### config.mk
export PLATFORM = sky130hd
export DESIGN_NAME = branch_predictor_flat
export DESIGN_NICKNAME = d
export VERILOG_FILES = /design/src/rtl/rv_pkg.sv /design/src/rtl/branch_predictor_if.sv /design/src/rtl/sat_counter2.sv /design/src/rtl/branch_predictor.sv /design/src/flat_wrapper.sv
export SDC_FILE = /design/constraint.sdc
export NUM_CORES = 1
export LEC_CHECK = 0
export ABC_AREA = 1
export CAP_MARGIN = 30
export CORE_ASPECT_RATIO = 0.6
export CORE_MARGIN = 5
export CORE_UTILIZATION = 50
export CTS_CLUSTER_DIAMETER = 120
export DETAILED_ROUTE_END_ITERATION = 12
export DONT_BUFFER_PORTS = 1
export PLACE_DENSITY = 0.68
export SKIP_CTS_REPAIR_TIMING = 1
export SYNTH_ARGS = -nofsm -noshare
export SYNTH_HDL_FRONTEND = slang
export SYNTH_SLANG_ARGS = --single-unit
### constraint.sdc
create_clock -name clk -period 1.72 [get_ports clk]
set_input_delay 0.258 -clock clk [delete_from_list [all_inputs] [get_ports clk]]
set_output_delay 0.258 -clock clk [all_outputs]
set_load 0.1 [all_outputs]
### src/rtl/rv_pkg.sv
// Shared RV32I core definitions: opcodes, 2-bit predictor counter states,
// and a constant log2 helper for table index widths.
package rv_pkg;

  localparam logic [6:0] OP_BRANCH = 7'b1100011;
  localparam logic [6:0] OP_JAL    = 7'b1101111;
  localparam logic [6:0] OP_JALR   = 7'b1100111;

  typedef enum logic [1:0] {
    SNT = 2'b00,
    WNT = 2'b01,
    WT  = 2'b10,
    ST  = 2'b11
  } ctr_e;

  function automatic int unsigned clog2(input int unsigned n);
    int unsigned r;
    r = 0;
    for (int unsigned v = n - 1; v != 0; v = v >> 1) begin
      r = r + 1;
    end
    return r;
  endfunction

endpackage

### src/rtl/branch_predictor_if.sv
// Fetch/execute-side signal bundle of the branch predictor; the pipeline
// drives it through master, the predictor consumes it through slave.
interface branch_predictor_if #(
  parameter int unsigned XLEN = 32,
  parameter int unsigned CNTW = 32
);

  logic [XLEN-1:0] PCF;
  logic            PredTakenF;
  logic            ValidE;
  logic [6:0]      OpE;
  logic [XLEN-1:0] PCE;
  logic            TakenE;
  logic            PredTakenE;
  logic            MispredictE;
  logic            CntClr;
  logic [CNTW-1:0] BranchCnt;
  logic [CNTW-1:0] MissCnt;

  modport master (
    output PCF, ValidE, OpE, PCE, TakenE, PredTakenE, CntClr,
    input  PredTakenF, MispredictE, BranchCnt, MissCnt
  );

  modport slave (
    input  PCF, ValidE, OpE, PCE, TakenE, PredTakenE, CntClr,
    output PredTakenF, MispredictE, BranchCnt, MissCnt
  );

endinterface

### src/rtl/sat_counter2.sv
// Single 2-bit saturating up/down counter with enable and parameterised
// reset value; one instance per predictor table entry.
module sat_counter2
  import rv_pkg::*;
#(
  parameter logic [1:0] INIT = 2'b01
) (
  input  logic       clk,
  input  logic       rst_n,
  input  logic       en_i,
  input  logic       up_i,
  output logic [1:0] cnt_o
);

  ctr_e state_q, state_d;

  always_comb begin
    state_d = state_q;
    if (en_i) begin
      if (up_i) begin
        if (state_q != ST) state_d = ctr_e'(state_q + 2'd1);
      end else begin
        if (state_q != SNT) state_d = ctr_e'(state_q - 2'd1);
      end
    end
  end

  always_ff @(posedge clk or negedge rst_n) begin
    if (!rst_n) state_q <= ctr_e'(INIT);
    else        state_q <= state_d;
  end

  assign cnt_o = state_q;

endmodule

### src/rtl/branch_predictor.sv
// Bimodal branch direction predictor: untagged table of 2-bit counters read at
// fetch, trained at execute, with mispredict flag and saturating perf counters.
module branch_predictor
  import rv_pkg::*;
#(
  parameter int unsigned ENTRIES = 64,
  parameter int unsigned XLEN    = 32,
  parameter logic [1:0]  INIT    = 2'b01,
  parameter int unsigned CNTW    = 32
) (
  input logic               clk,
  input logic               reset_n,
  branch_predictor_if.slave bp
);

  localparam int unsigned IDXW = clog2(ENTRIES);

  logic [IDXW-1:0] fidx;
  logic [IDXW-1:0] uidx;
  logic            upd;
  logic            mispredict;
  logic [1:0]      cnt [ENTRIES];

  logic [CNTW-1:0] branch_cnt_q, branch_cnt_d;
  logic [CNTW-1:0] miss_cnt_q, miss_cnt_d;

  assign fidx = bp.PCF[IDXW+1:2];
  assign uidx = bp.PCE[IDXW+1:2];

  // Gating with upd keeps TakenE/PredTakenE from reaching any state when idle.
  assign upd        = bp.ValidE && (bp.OpE == OP_BRANCH);
  assign mispredict = upd && (bp.TakenE != bp.PredTakenE);

  for (genvar g = 0; g < ENTRIES; g++) begin : g_tbl
    sat_counter2 #(.INIT(INIT)) u_ctr (
      .clk  (clk),
      .rst_n(reset_n),
      .en_i (upd && (uidx == IDXW'(g))),
      .up_i (bp.TakenE),
      .cnt_o(cnt[g])
    );
  end

  // Read straight from the registered entries: a same-cycle update is not bypassed.
  assign bp.PredTakenF  = cnt[fidx][1];
  assign bp.MispredictE = mispredict;

  always_comb begin
    branch_cnt_d = branch_cnt_q;
    miss_cnt_d   = miss_cnt_q;
    if (bp.CntClr) begin
      branch_cnt_d = '0;
      miss_cnt_d   = '0;
    end else begin
      if (upd && !(&branch_cnt_q))      branch_cnt_d = branch_cnt_q + CNTW'(1);
      if (mispredict && !(&miss_cnt_q)) miss_cnt_d   = miss_cnt_q + CNTW'(1);
    end
  end

  always_ff @(posedge clk or negedge reset_n) begin
    if (!reset_n) begin
      branch_cnt_q <= '0;
      miss_cnt_q   <= '0;
    end else begin
      branch_cnt_q <= branch_cnt_d;
      miss_cnt_q   <= miss_cnt_d;
    end
  end

  assign bp.BranchCnt = branch_cnt_q;
  assign bp.MissCnt   = miss_cnt_q;

  logic unused_pc;
  assign unused_pc = ^{bp.PCF[XLEN-1:IDXW+2], bp.PCF[1:0],
                       bp.PCE[XLEN-1:IDXW+2], bp.PCE[1:0]};

endmodule

### src/flat_wrapper.sv
// flat-port wrapper written by rule: the top's interface ports become plain ports
module branch_predictor_flat import rv_pkg::*;
#(
  parameter int unsigned ENTRIES = 64,
  parameter int unsigned XLEN    = 32,
  parameter logic [1:0]  INIT    = 2'b01,
  parameter int unsigned CNTW    = 32
)
  (clk, reset_n, bp_PCF, bp_ValidE, bp_OpE, bp_PCE, bp_TakenE, bp_PredTakenE, bp_CntClr, bp_PredTakenF, bp_MispredictE, bp_BranchCnt, bp_MissCnt);
  branch_predictor_if #(.XLEN(XLEN), .CNTW(CNTW)) bp_i ();
  input logic clk;
  input logic reset_n;
  input wire logic [$bits(bp_i.PCF)-1:0] bp_PCF;
  input wire logic [$bits(bp_i.ValidE)-1:0] bp_ValidE;
  input wire logic [$bits(bp_i.OpE)-1:0] bp_OpE;
  input wire logic [$bits(bp_i.PCE)-1:0] bp_PCE;
  input wire logic [$bits(bp_i.TakenE)-1:0] bp_TakenE;
  input wire logic [$bits(bp_i.PredTakenE)-1:0] bp_PredTakenE;
  input wire logic [$bits(bp_i.CntClr)-1:0] bp_CntClr;
  output wire logic [$bits(bp_i.PredTakenF)-1:0] bp_PredTakenF;
  output wire logic [$bits(bp_i.MispredictE)-1:0] bp_MispredictE;
  output wire logic [$bits(bp_i.BranchCnt)-1:0] bp_BranchCnt;
  output wire logic [$bits(bp_i.MissCnt)-1:0] bp_MissCnt;
  assign bp_i.PCF = bp_PCF;
  assign bp_i.ValidE = bp_ValidE;
  assign bp_i.OpE = bp_OpE;
  assign bp_i.PCE = bp_PCE;
  assign bp_i.TakenE = bp_TakenE;
  assign bp_i.PredTakenE = bp_PredTakenE;
  assign bp_i.CntClr = bp_CntClr;
  assign bp_PredTakenF = bp_i.PredTakenF;
  assign bp_MispredictE = bp_i.MispredictE;
  assign bp_BranchCnt = bp_i.BranchCnt;
  assign bp_MissCnt = bp_i.MissCnt;
  branch_predictor #(.ENTRIES(ENTRIES), .XLEN(XLEN), .INIT(INIT), .CNTW(CNTW)) u_core (.clk(clk), .reset_n(reset_n), .bp(bp_i));
endmodule
==> flow_summary.json, run 1 <==
{
  "drive_gt1_share_pct": 26.2,
  "use_met2_pct": 36.3,
  "hp-class": "in -> async",
  "ir_worst_vdd_uv": 630,
  "synth.ff_latch_count": 192,
  "post_drt_wl_per_cell_um": 16.9,
  "start_util_pct": 51.2,
  "rsz0062_at_grt": "yes",
  "cts.htree.levels": 4,
  "port_buffers": 0,
  "busiest_layer": "met1",
  "fmax_ghz": 0.518,
  "clk_pin_slew_ns": 0.07,
  "yosys_warnings": 0,
  "drt-initial-drc-count": 1222,
  "stdcell_area_sq_um": 15000,
  "cp_top_family": "simple AND/OR/NAND/NOR gates",
  "syn_nets": 1805,
  "final_common_cell": "nand2_1",
  "grt_pass1_vias": 10735,
  "insertion_delay_ns": 0.45,
  "powerDensity_nw_per_um2": 620,
  "required_ns": 1.46,
  "met1_usage_pct": 40.7,
  "cts.path.max_buffers": 2,
  "hold_slack_ns": -0.502,
  "slew_viol_final": 0,
  "dpl.hpwl_um": 25500,
  "slowest_stage": "dfrtp_1",
  "worst_setup_path_start_kind": "register",
  "leakage_nw": 6.68,
  "rows": 43,
  "syn_area_per_cell_sq_um": 6.90,
  "slew_headroom_pct": 47.8,
  "period_needed_ns": 1.93,
  "antenna_found_initial": 0,
  "grt.met3_usage_pct": 6.29,
  "run_status": "finished, violations left",
  "path_max_fanout": 4,
  "syn_inst": 1726,
  "drtPass1Iterations": 6,
  "fin_skew_ns": 0.00680,
  "num_vias": 12239,
  "numCtsBuffers": 17,
  "yosys.area.top_type_share_pct": 26.9,
  "tritoncts": "yes",
  "pin_count": 143,
  "cp_slowest_stage_delay_ns": 0.43,
  "maxCapViolations": 0,
  "root_buffer": "clkbuf_16",
  "crit_chain": "nand2_1 -> nand3_2 -> nand3_2 -> nand2_2 -> nand2_1 -> nand3_2 -> nand3_4 -> nand2_8",
  "cp-end-kind": "output pin",
  "tightest_slew_ns": 0.784,
  "finalWeightedCongestion": 0.976,
  "path_buf_inv": 0,
  "ff_latch_area_sq_um": 5060,
  "synth_top_area_cell": "dfrtp_1",
  "grt_usage_pct": 26.3,
  "antennaDiodeCount": 0,
  "area_growth_syn_to_layout_pct": 25.7,
  "yosysUniqueCellTypes": 39,
  "die_w_um": 209,
  "finalNetCount": 1937,
  "overflow": 0,
  "place_inst": 2106,
  "netlist_area_sq_um": 11900,
  "finalSetupTns_ns": -1.31,
  "dieArea_sq_um": 27100,
  "total_power_mw": 9.29,
  "routed_wl_um": 36900,
  "final_cell_mix": "nand2_1, o21ai_0, nor2_1",
  "drc": 0,
  "post-route-period-util_pct": 112,
  "grt_pass1_wl_um": 57100,
  "dieHeight_um": 130,
  "clock-sinks": 192,
  "yosysSeqAreaShare_pct": 41.0,
  "setup_viol": 26,
  "multi_input_comb_area_sq_um": 6710,
  "postPlaceCellArea_sq_um": 13500,
  "crit_arrival_ns": 1.67,
  "path_common_cell": "nand3_2",
  "fin_ws_ns": -0.209,
  "crit_type": "reg -> out",
  "violations": "hold timing, setup timing",
  "coreArea_sq_um": 23200,
  "via_per_inst": 5.60,
  "fin_cells": 2186,
  "fillers": 1998,
  "drtAntennaViolNets": 0,
  "yosys-top-cells-area": "dfrtp_1, nand2_1, dfstp_2, o21ai_0, nand3_1",
  "finalHoldViolations": 167,
  "grt_start_max_net_pins": 193
}
-- cell usage after synthesis (all sizes together) --
cell and count:
nand2 492, o21ai 277, nor2 201, nand3 177, inv 175, dfrtp 128
dfstp 64, nand4 43, nor3 32, clkbuf 30, buf 28, a21oi 25
o211ai 16, xor2 14, xnor2 8, maj3 5, or2 3, ha 2
o31ai 2, and2b 1, nand3b 1, o21a 1, o21bai 1
-- power by group --
group | internal [mW] | switching (mW)
sequential | 4.53 | 0.00735
clock | 2.44 | 1.83
combinational | 0.140 | 0.339
total | 7.11 | 2.17
-- worst paths after layout --
check                                                startpoint                         endpoint  slack (ns)  cells after the start
worst max-delay path            u_core.g_tbl[29].u_ctr.cnt_o[1]                    bp_PredTakenF       -0.21                      8
worst max register to register             u_core.bp.MissCnt[0]            u_core.bp.MissCnt[20]       -0.08                     11
min in group clk                                      bp_TakenE  u_core.g_tbl[25].u_ctr.cnt_o[1]       -0.01                      2
worst min register to register  u_core.g_tbl[47].u_ctr.cnt_o[0]  u_core.g_tbl[47].u_ctr.cnt_o[0]        0.47                      2
max in group asynchronous                               reset_n            u_core.bp.MissCnt[24]        1.50                      0
worst min-delay path                                    reset_n           u_core.bp.BranchCnt[9]       -0.50                      0
-- metrics by stage --
| stage | setup slack (ns) | utilization (%) | hold WS [ns] |
|---|---|---|---|
| floorplan | -0.115 | - | -0.0376 |
| detailed placement | -0.0916 | 57.9 | -0.0332 |
| global route | -0.277 | 64.4 | -0.523 |
| CTS | -0.376 | 60.6 | -0.528 |
| finish | -0.209 | 64.4 | -0.502 |
| global placement | -0.0251 | 57.9 | -0.0337 |
-- state kept, by name, indices dropped and copies added (netlist names) --
signal	count
u_core.bp.BranchCnt	32
u_core.bp.MissCnt	32
u_core.g_tbl.u_ctr.cnt_o	128
-- cell families (layout without fill, tap and decap cells) --
logic type / after synthesis / after routing / share of synthesized area [%]
simple gates: 950 / 951 / 34.6
buf+inv: 233 / 377 / 7.93
xor+xnor: 22 / 22 / 1.62
compound gates: 322 / 322 / 14.1
fa+ha+maj: 7 / 7 / 0.631
flops: 192 / 192 / 41.0
-- metal layers --
layer | vias to the layer above | routed length, um
li1 | 5925 | -
met1 | 5772 | 18000
met2 | 501 | 14800
met3 | 41 | 3530
met4 | 0 | 565
met5 | - | 0
-- layout make-up --
cell class              count  area share (%)
well taps                 315            2.63
clock buffers              23            3.26
repair buffers            170            10.2
inverters                 175            4.46
clock inverters             9           0.869
multi-input cells        1302            44.8
flip-flops and latches    192            33.8
Note: power is estimated with default switching activity, not from simulation.
==> run 2, diff against run 1 <==
--- a/config.mk
+++ b/config.mk
@@ -5,7 +5,6 @@
 export SDC_FILE = /design/constraint.sdc
 export NUM_CORES = 1
 export LEC_CHECK = 0
-export ABC_AREA = 1
 export CAP_MARGIN = 30
 export CORE_ASPECT_RATIO = 0.6
 export CORE_MARGIN = 5
==> flow_summary.json, run 2 <==
{
  "via_per_inst": 6.32,
  "coreArea_sq_um": 21100,
  "post-route-period-util_pct": 146,
  "dieArea_sq_um": 24700,
  "async_flop_share_pct": 100,
  "required_ns": 1.46,
  "start_util_pct": 51.1,
  "cts.htree.levels": 4,
  "drtPass1Iterations": 5,
  "cp_slowest_stage_delay_ns": 0.48,
  "grt_usage_pct": 25.3,
  "grt_pass1_vias": 9620,
  "powerDensity_nw_per_um2": 636,
  "synthTopCellsByCount": "o21ai_0, nand2_1, dfrtp_1",
  "area_growth_syn_to_layout_pct": 37.9,
  "fmax_ghz": 0.397,
  "rows": 41,
  "preCtsSetupSlack_ns": -0.418,
  "yosysUniqueCellTypes": 60,
  "drtAntennaViolNets": 0,
  "crit_type": "reg -> out",
  "numCtsBuffers": 17,
  "leakage_nw": 5.54,
  "antennaDiodeCount": 0,
  "finalHoldViolations": 251,
  "antenna_found_initial": 0,
  "path_common_cell": "mux4_2",
  "slew_viol_final": 0,
  "slowest_stage": "mux4_2",
  "run_status": "finished, violations left",
  "yosysSeqAreaShare_pct": 45.3,
  "postPlaceCellArea_sq_um": 13100,
  "yosys.area.top_type_share_pct": 29.7,
  "yosys_warnings": 0,
  "rsz0062_at_grt": "yes",
  "path_buf_inv": 1,
  "num_vias": 10715,
  "final_common_cell": "buf_4",
  "hold_slack_ns": -0.483,
  "synth.ff_latch_count": 192,
  "path_max_fanout": 4,
  "crit_arrival_ns": 2.26,
  "cp-end-kind": "output pin",
  "final_cell_mix": "buf_4, o21ai_0, nand2_1",
  "post_drt_wl_per_cell_um": 20.0,
  "synth_top_area_cell": "dfrtp_1",
  "synth-edff-count": 0,
  "grt_pass1_wl_um": 49800,
  "netlist_area_sq_um": 10800,
  "fin_ws_ns": -0.800,
  "maxCapViolations": 0,
  "cp_top_family": "multiplexers",
  "synth_flop_cell": "dfrtp_1",
  "drc": 0,
  "setup_viol": 62,
  "grt_start_max_net_pins": 193,
  "hp-class": "in -> async",
  "routed_wl_um": 33800,
  "ir_worst_vdd_uv": 715,
  "drive_gt1_share_pct": 41.7,
  "yosysMostFrequentCell": "o21ai_0",
  "clk_pin_slew_ns": 0.07,
  "fin_skew_ns": 0.0109,
  "clock-sinks": 192,
  "die_w_um": 199,
  "crit_chain": "mux4_2 -> mux4_2 -> o22ai_2 -> o21ai_4 -> buf_12",
  "cts.path.max_buffers": 2,
  "period_needed_ns": 2.52,
  "finalWeightedCongestion": 0.834,
  "syn_nets": 1254,
  "violations": "hold timing, setup timing",
  "dieHeight_um": 124,
  "tritoncts": "yes",
  "overflow": 0,
  "port_buffers": 0,
  "stdcell_area_sq_um": 14900,
  "worst_setup_path_start_kind": "register",
  "largest_reg_flops": 128,
  "insertion_delay_ns": 0.44,
  "finalNetCount": 1482,
  "pin_count": 143,
  "slew_headroom_pct": 63.9,
  "root_buffer": "clkbuf_16",
  "yosys-top-cells-area": "dfrtp_1, dfstp_2, o21ai_0, nand2_1, a21oi_1",
  "tightest_slew_ns": 0.538,
  "syn_area_per_cell_sq_um": 9.17,
  "syn_inst": 1175,
  "dpl.hpwl_um": 21100,
  "drt-initial-drc-count": 967
}
-- run 2: cell count changes after synthesis, sizes merged, moves of 26 or more --
cell / delta
nor3b: +48
nand2: -363
a31oi: +63
inv: -155
o21ai: -83
nor2: -145
nand3: -131
a221o: +36
a21oi: +58
nand4: -26
-- run 2: area by class of cell --
cell class / instances / area (sq um)
fill: 1445 / 6220
tap: 279 / 349
clock buffer: 22 / 528
sequential: 192 / 5080
clock inverter: 10 / 168
timing repair buffer: 273 / 2290
multi-input combinational: 899 / 6370
inverter: 20 / 78.8
-- run 2: worst paths after layout --
path                                            startpoint                              end  slack, ns  cells past startpoint
max                         u_core.g_tbl[0].u_ctr.cnt_o[1]                    bp_PredTakenF      -0.80                      5
max reg2reg                        u_core.bp.BranchCnt[22]          u_core.bp.BranchCnt[21]      -0.43                      6
max in group asynchronous                          reset_n  u_core.g_tbl[50].u_ctr.cnt_o[0]       1.89                      0
min reg2reg                u_core.g_tbl[47].u_ctr.cnt_o[0]  u_core.g_tbl[47].u_ctr.cnt_o[0]       0.54                      2
min                                                reset_n  u_core.g_tbl[15].u_ctr.cnt_o[1]      -0.48                      0
min in group clk                                 bp_CntClr          u_core.bp.BranchCnt[24]      -0.13                      1
-- run 2: logic make-up (layout without fill, tap and decap cells) --
group | after synthesis | count (layout) | synth area share, %
AOI/OAI and AO/OA | 444 | 446 | 25.2
muxes | 25 | 25 | 4.34
and+or+nand+nor | 410 | 410 | 20.4
buffers and inverters | 86 | 325 | 3.16
DFF | 192 | 192 | 45.3
adders and majority gates | 4 | 4 | 0.418
xor gates and xnor gates | 14 | 14 | 1.14
-- run 2: metrics by stage --
step | hold slack (ns) | TNS, ns | total power, mW | cells | utilization (%)
detailed placement | -0.0315 | -11.28 | 4.86 | 1635 | 62.3
finish | -0.483 | -12.23 | 9.45 | 1695 | 70.5
CTS | -0.506 | -12.09 | 9.44 | 1667 | 65.6
global route | -0.509 | -16.38 | 9.69 | 1695 | 70.5
global placement | -0.0332 | -9.51 | 4.85 | 1635 | 62.3
floorplan | -0.0376 | -22.21 | 4.84 | 1175 | -
-- run 2: routing by layer --
metal  GRT usage, %  vias to the layer above  wire [um]
li1               -                     4956          -
met1           38.3                     5330      15600
met2           37.0                      386      15100
met3           5.81                       43       2600
met4           6.19                        0        513
met5              0                        -          0
-- run 2: power by group --
group	total [mW]	switching (mW)	leakage [nW]	internal (mW)
sequential	4.52	0.000529	2.14	4.52
clock	4.64	1.86	0.326	2.78
combinational	0.288	0.176	3.08	0.112
